File: src/rtl/fifo_uart_pkg.sv
// Shared definitions for the FIFO-draining UART transmitter.
// Contents: FSM state encoding, the line levels used for frame
// delimiters, the number of data bits, and a parity helper.
package fifo_uart_pkg;

  typedef enum logic [2:0] {
    IDLE   = 3'd0,
    POP    = 3'd1,
    LOAD   = 3'd2,
    START  = 3'd3,
    DATA   = 3'd4,
    PARITY = 3'd5,
    STOP   = 3'd6
  } state_t;

  localparam logic        START_BIT = 1'b0;
  localparam logic        STOP_BIT  = 1'b1;
  localparam int unsigned DATA_BITS = 8;

  // Even parity is the XOR of the data bits; odd parity inverts it.
  function automatic logic parity_of(input logic [7:0] d, input logic odd);
    return (^d) ^ odd;
  endfunction

endpackage

File: src/rtl/uart_baud_cnt.sv
// Bit-period counter for the UART transmitter.
// Ports:
//   i_clk   - system clock
//   i_rst_n - asynchronous active-low reset
//   i_clr   - synchronous reload to zero (used on every state entry)
//   o_cnt   - current count, 0 .. CLKS_PER_BIT-1
//   o_tc    - terminal count, high while o_cnt == CLKS_PER_BIT-1
module uart_baud_cnt #(
  parameter  int unsigned CLKS_PER_BIT = 16,
  localparam int unsigned CNT_W = (CLKS_PER_BIT > 1) ? $clog2(CLKS_PER_BIT) : 1
) (
  input  logic             i_clk,
  input  logic             i_rst_n,
  input  logic             i_clr,
  output logic [CNT_W-1:0] o_cnt,
  output logic             o_tc
);

  logic [CNT_W-1:0] r_cnt;

  assign o_cnt = r_cnt;
  assign o_tc  = (r_cnt == CNT_W'(CLKS_PER_BIT - 1));

  always_ff @(posedge i_clk or negedge i_rst_n) begin
    if (!i_rst_n) begin
      r_cnt <= '0;
    end else if (i_clr || o_tc) begin
      r_cnt <= '0;
    end else begin
      r_cnt <= r_cnt + 1'b1;
    end
  end

endmodule

File: src/rtl/fifo_uart_tx.sv
// FIFO drain stage: pops bytes from the byte FIFO and sends each as a
// UART frame (start, 8 data bits LSB first, optional parity, stop).
// Ports:
//   clk        - system clock, rising edge
//   rst        - asynchronous active-low reset
//   enable     - permits new pops; an in-flight frame always completes
//   fifo_empty - FIFO empty flag
//   fifo_data  - FIFO data_out, valid the cycle after fifo_rd_en
//   fifo_rd_en - one-cycle pop strobe (high in POP)
//   tx         - serial line, idles high (registered)
//   busy       - high from POP through the last STOP cycle (registered)
//   tx_done    - pulse on the final cycle of the stop bit (registered)
module fifo_uart_tx
  import fifo_uart_pkg::*;
#(
  parameter int unsigned CLKS_PER_BIT = 16,
  parameter bit          PARITY_EN    = 1'b0,
  parameter bit          PARITY_ODD   = 1'b0
) (
  input  logic       clk,
  input  logic       rst,
  input  logic       enable,
  input  logic       fifo_empty,
  input  logic [7:0] fifo_data,
  output logic       fifo_rd_en,
  output logic       tx,
  output logic       busy,
  output logic       tx_done
);

  localparam int unsigned CNT_W = (CLKS_PER_BIT > 1) ? $clog2(CLKS_PER_BIT) : 1;

  state_t           r_state, w_next;
  logic [7:0]       r_shift, w_shift_next;
  logic [2:0]       r_bit, w_bit_next;
  logic             r_par, w_par_next;
  logic             r_tx, r_busy, r_done;
  logic             w_tx_next;
  logic             w_pop_ok;
  logic             w_clr;
  logic             w_tc;
  logic [CNT_W-1:0] w_cnt;

  assign w_pop_ok   = enable && !fifo_empty;
  assign fifo_rd_en = (r_state == POP);
  assign tx         = r_tx;
  assign busy       = r_busy;
  assign tx_done    = r_done;

  // Reload on every state change; also held at zero while idle.
  assign w_clr = (w_next != r_state) || (r_state == IDLE);

  uart_baud_cnt #(.CLKS_PER_BIT(CLKS_PER_BIT)) u_baud (
    .i_clk   (clk),
    .i_rst_n (rst),
    .i_clr   (w_clr),
    .o_cnt   (w_cnt),
    .o_tc    (w_tc)
  );

  always_comb begin
    w_next       = r_state;
    w_shift_next = r_shift;
    w_bit_next   = r_bit;
    w_par_next   = r_par;
    unique case (r_state)
      IDLE:   if (w_pop_ok) w_next = POP;
      POP:    w_next = LOAD;
      LOAD: begin
        w_shift_next = fifo_data;
        w_par_next   = parity_of(fifo_data, PARITY_ODD);
        w_bit_next   = '0;
        w_next       = START;
      end
      START:  if (w_tc) w_next = DATA;
      DATA: begin
        if (w_tc) begin
          w_shift_next = {1'b0, r_shift[7:1]};
          w_bit_next   = r_bit + 3'd1;
          if (r_bit == 3'(DATA_BITS - 1)) w_next = PARITY_EN ? PARITY : STOP;
        end
      end
      PARITY: if (w_tc) w_next = STOP;
      STOP:   if (w_tc) w_next = w_pop_ok ? POP : IDLE;
      default: w_next = IDLE;
    endcase

    // Line level is registered from the next state so tx changes on the
    // same edge the state does, keeping the output glitch-free.
    unique case (w_next)
      START:   w_tx_next = START_BIT;
      DATA:    w_tx_next = w_shift_next[0];
      PARITY:  w_tx_next = w_par_next;
      default: w_tx_next = STOP_BIT;
    endcase
  end

  always_ff @(posedge clk or negedge rst) begin
    if (!rst) begin
      r_state <= IDLE;
      r_shift <= '0;
      r_bit   <= '0;
      r_par   <= 1'b0;
      r_tx    <= STOP_BIT;
      r_busy  <= 1'b0;
      r_done  <= 1'b0;
    end else begin
      r_state <= w_next;
      r_shift <= w_shift_next;
      r_bit   <= w_bit_next;
      r_par   <= w_par_next;
      r_tx    <= w_tx_next;
      r_busy  <= (w_next != IDLE);
      // Registered one cycle early so the pulse lands on the last stop cycle.
      r_done  <= (r_state == STOP) && (w_cnt == CNT_W'(CLKS_PER_BIT - 2));
    end
  end

endmodule

File: config.mk
export PLATFORM = sky130hd
export DESIGN_NAME = fifo_uart_tx
export DESIGN_NICKNAME = d
export VERILOG_FILES = /design/src/rtl/fifo_uart_pkg.sv /design/src/rtl/uart_baud_cnt.sv /design/src/rtl/fifo_uart_tx.sv
export SDC_FILE = /design/constraint.sdc
export NUM_CORES = 1
export LEC_CHECK = 0
export CORE_MARGIN = 2
export CORE_UTILIZATION = 45
export DETAILED_ROUTE_END_ITERATION = 10
export HOLD_SLACK_MARGIN = 0.12
export PLACE_DENSITY = 0.69
export SLEW_MARGIN = 20
export SYNTH_ARGS = -nofsm -noshare
export SYNTH_HDL_FRONTEND = slang
export SYNTH_SLANG_ARGS = --single-unit
File: constraint.sdc
create_clock -name clk -period 2.21 [get_ports clk]
set_clock_uncertainty 0.15 [all_clocks]
set_input_delay 0.442 -clock clk [delete_from_list [all_inputs] [get_ports clk]]
set_output_delay 0.442 -clock clk [all_outputs]
set_load 0.02 [all_outputs]
==> reports/results.tsv <==
metric	value	unit
yosys.area.top_type	dfrtp_1	
final_cells	171	
criticalPathCategory	flop to output pin	
end_kind	output pin	
final_nets	158	
power_density	504	nW/um2
wl_per_cell	12.7	um
r2r-end	busy	
slew_violations	0	
path_buf_inv	1	
dr.pass1.iters	4	
vias	927	
cts_buffers	3	
hold_viol	0	
dieArea	3050	um2
rows	18	
place_area	1380	um2
ys_seq_area_share	46.7	%
slew_headroom	67.0	%
start_util	47.7	%
reg2reg_slack	0.27	ns
syn_avg_cell_area	9.84	um2
async_flop_share	100	%
routed_wl	2.17	mm
outcome	finished, final reports clean	
grt_overflow	0	
yosysMostFrequentCell	dfrtp_1	
syn-cell-area	1180	um2
dp_slack	0.218	ns
layout_min_cycle_time	2.13	ns
routed_via_density	5.42	
worstMarginPinSlew	0.493	ns
die_height	55.2	um
finalSetupViolations	0	
clkTransAtPathRegs	0.12	ns
worst_setup_path_start_kind	flop	
worstPathRequired	1.62	ns
root_buffer	clkbuf_4	
synth_common_cells	21 x dfrtp_1, 19 x nand2_1, 9 x nor2_1, 9 x xnor2_1, 6 x a22oi_1	
cp.depth	3	
clk_latency	0.30	ns
rsz0062_at_grt	no	
cts_max_path_buffers	2	
grt_pass1_wl	3.73	mm
hold_path_class	primary input to asynchronous set/reset pin	
syn2layout_area_growth	21.3	%
max_freq	470	MHz
ant_nets	0	
synth_ff_type	dfrtp_1	
r2r_cells	6	
cp_cell_sequence	nand2b_1, nor2_1, clkdlybuf4s50_1	
core_area	2480	um2
ys_seq_elements	22	
max_cap_viol_count	0	
drive_above_1_share	13.5	%
chipWidth	55.2	um
cp_slowest_cell	clkdlybuf4s50_1	
crit_fanout	8	
drt_iter0_markers	21	
slowest_delay	0.60	ns
finish.instance_area	1430	um2
synth_area_leaders	dfrtp_1 44%, xnor2_1 6.7%, nand2_1 6.0%, ha_1 4.2%, a22oi_1 3.8%	
io_buffers	15	
place.gp.congestion	0.771	
fillers	233	
timing.final.crit_share	96.3	%
grt_usage	15.2	%
htreeDepth	1	
grt_pass1_vias	878	
peakVddDrop	0.345	mV
tritoncts	done	
crit_family	buffers and inverters	
ys_warn_count	0	
p_leak	0.608	nW
fin_ws	0.0817	ns
clock-sinks	22	
grt_max_degree	23	
synth_nets	136	
antenna_found_initial	0	
setup_tns	0	ns
netlist_instances	120	
synth_edf_count	0	
n_antenna_cell	0	
netlist.area_leader.share	44.5	%
dpl.cell_count	165	
synth_cell_type_count	35	
total_power	0.722	mW
timing.rr.start	u_baud.o_cnt[0]	
worst_ep_arrival_time	1.54	ns
route.detailed.drc	0	
io_pins	16	
hpwl	1.67	mm
## cells by family after synthesis
kind of cell               count (synthesis)  share of synthesized area [%]
and+or+nand+nor                           47                           20.3
DFF                                       22                           46.7
muxes                                      1                          0.953
adders and majority gates                  4                           4.24
xor gates and xnor gates                  10                           7.42
AOI/OAI and AO/OA                         26                           16.2
buffers and inverters                     10                           4.13
## final cells by class
| cell class | instances | area (um2) | area share, % |
|---|---|---|---|
| inverter | 4 | 15.0 | 1.05 |
| sequential | 22 | 553 | 38.6 |
| clock buffer | 4 | 36.3 | 2.53 |
| timing repair buffer | 23 | 210 | 14.7 |
| multi-input combinational | 88 | 581 | 40.5 |
| tap | 30 | 37.5 | 2.62 |
## how the worst max path moves through the flow
stage                          from          to  slack (ns)
floorplan           u_baud.o_cnt[0]        busy        0.41
global placement             enable        busy        0.30
detailed placement           enable        busy        0.22
CTS                      r_state[0]  fifo_rd_en        0.03
global route             r_state[1]  fifo_rd_en       0.006
finish                   r_state[0]  fifo_rd_en        0.08
## layer usage
metal  track usage, %  up-vias  wire, um
li1                 -      461         -
met5                0        -         0
met3             2.81        2       112
met4             5.23        0        10
met2             27.0       22      1050
met1             18.3      442       993
## per-stage QoR
step / hold slack, ns / util [%]
2_1_floorplan: -0.00359 / -
3_3_place_gp: 0.314 / 55.7
3_5_place_dp: 0.315 / 55.7
4_1_cts: 0.327 / 57.2
5_1_grt: 0.335 / 57.8
6_report: 0.327 / 57.8
## registers in the layout, summed over array words and instances, names as in the netlist
name,count
tx_done,1
r_state,3
r_bit,3
busy,1
tx,1
u_baud.o_cnt,4
r_shift,8
r_par,1
## placed cells by master, fill, tap and decap left out, types with 2 or more instances in the layout
master | synthesis | layout
a21oi_1 | 4 | 4
a221oi_2 | 2 | 2
a22oi_1 | 6 | 6
a2bb2oi_1 | 2 | 2
and3_1 | 2 | 2
buf_4 | 0 | 8
clkbuf_4 | 0 | 3
clkdlybuf4s50_1 | 0 | 15
dfrtp_1 | 21 | 20
ha_1 | 4 | 4
inv_1 | 4 | 4
nand2_1 | 19 | 19
nand2b_1 | 2 | 2
nand3_1 | 4 | 4
nor2_1 | 9 | 9
nor2b_1 | 3 | 3
nor3b_1 | 2 | 2
o21ai_1 | 4 | 4
o22ai_1 | 2 | 2
xnor2_1 | 9 | 9
## report_power, final
part | total, mW | internal, mW | switching [mW]
clock network | 0.217 | 0.100 | 0.117
registers | 0.429 | 0.418 | 0.0113
logic | 0.0761 | 0.0439 | 0.0323
total | 0.722 | 0.562 | 0.160
## repair_timing
action | 4_1_cts | 5_1_grt
cloned | 0 | 0
resized for setup | 1 | 0
setup buffers | 0 | 2
hold buffers | 0 | 0
endpoints found under the hold margin | 0 | 0
endpoints found under the setup margin | 1 | 1
(Power assumes the default switching activity.)
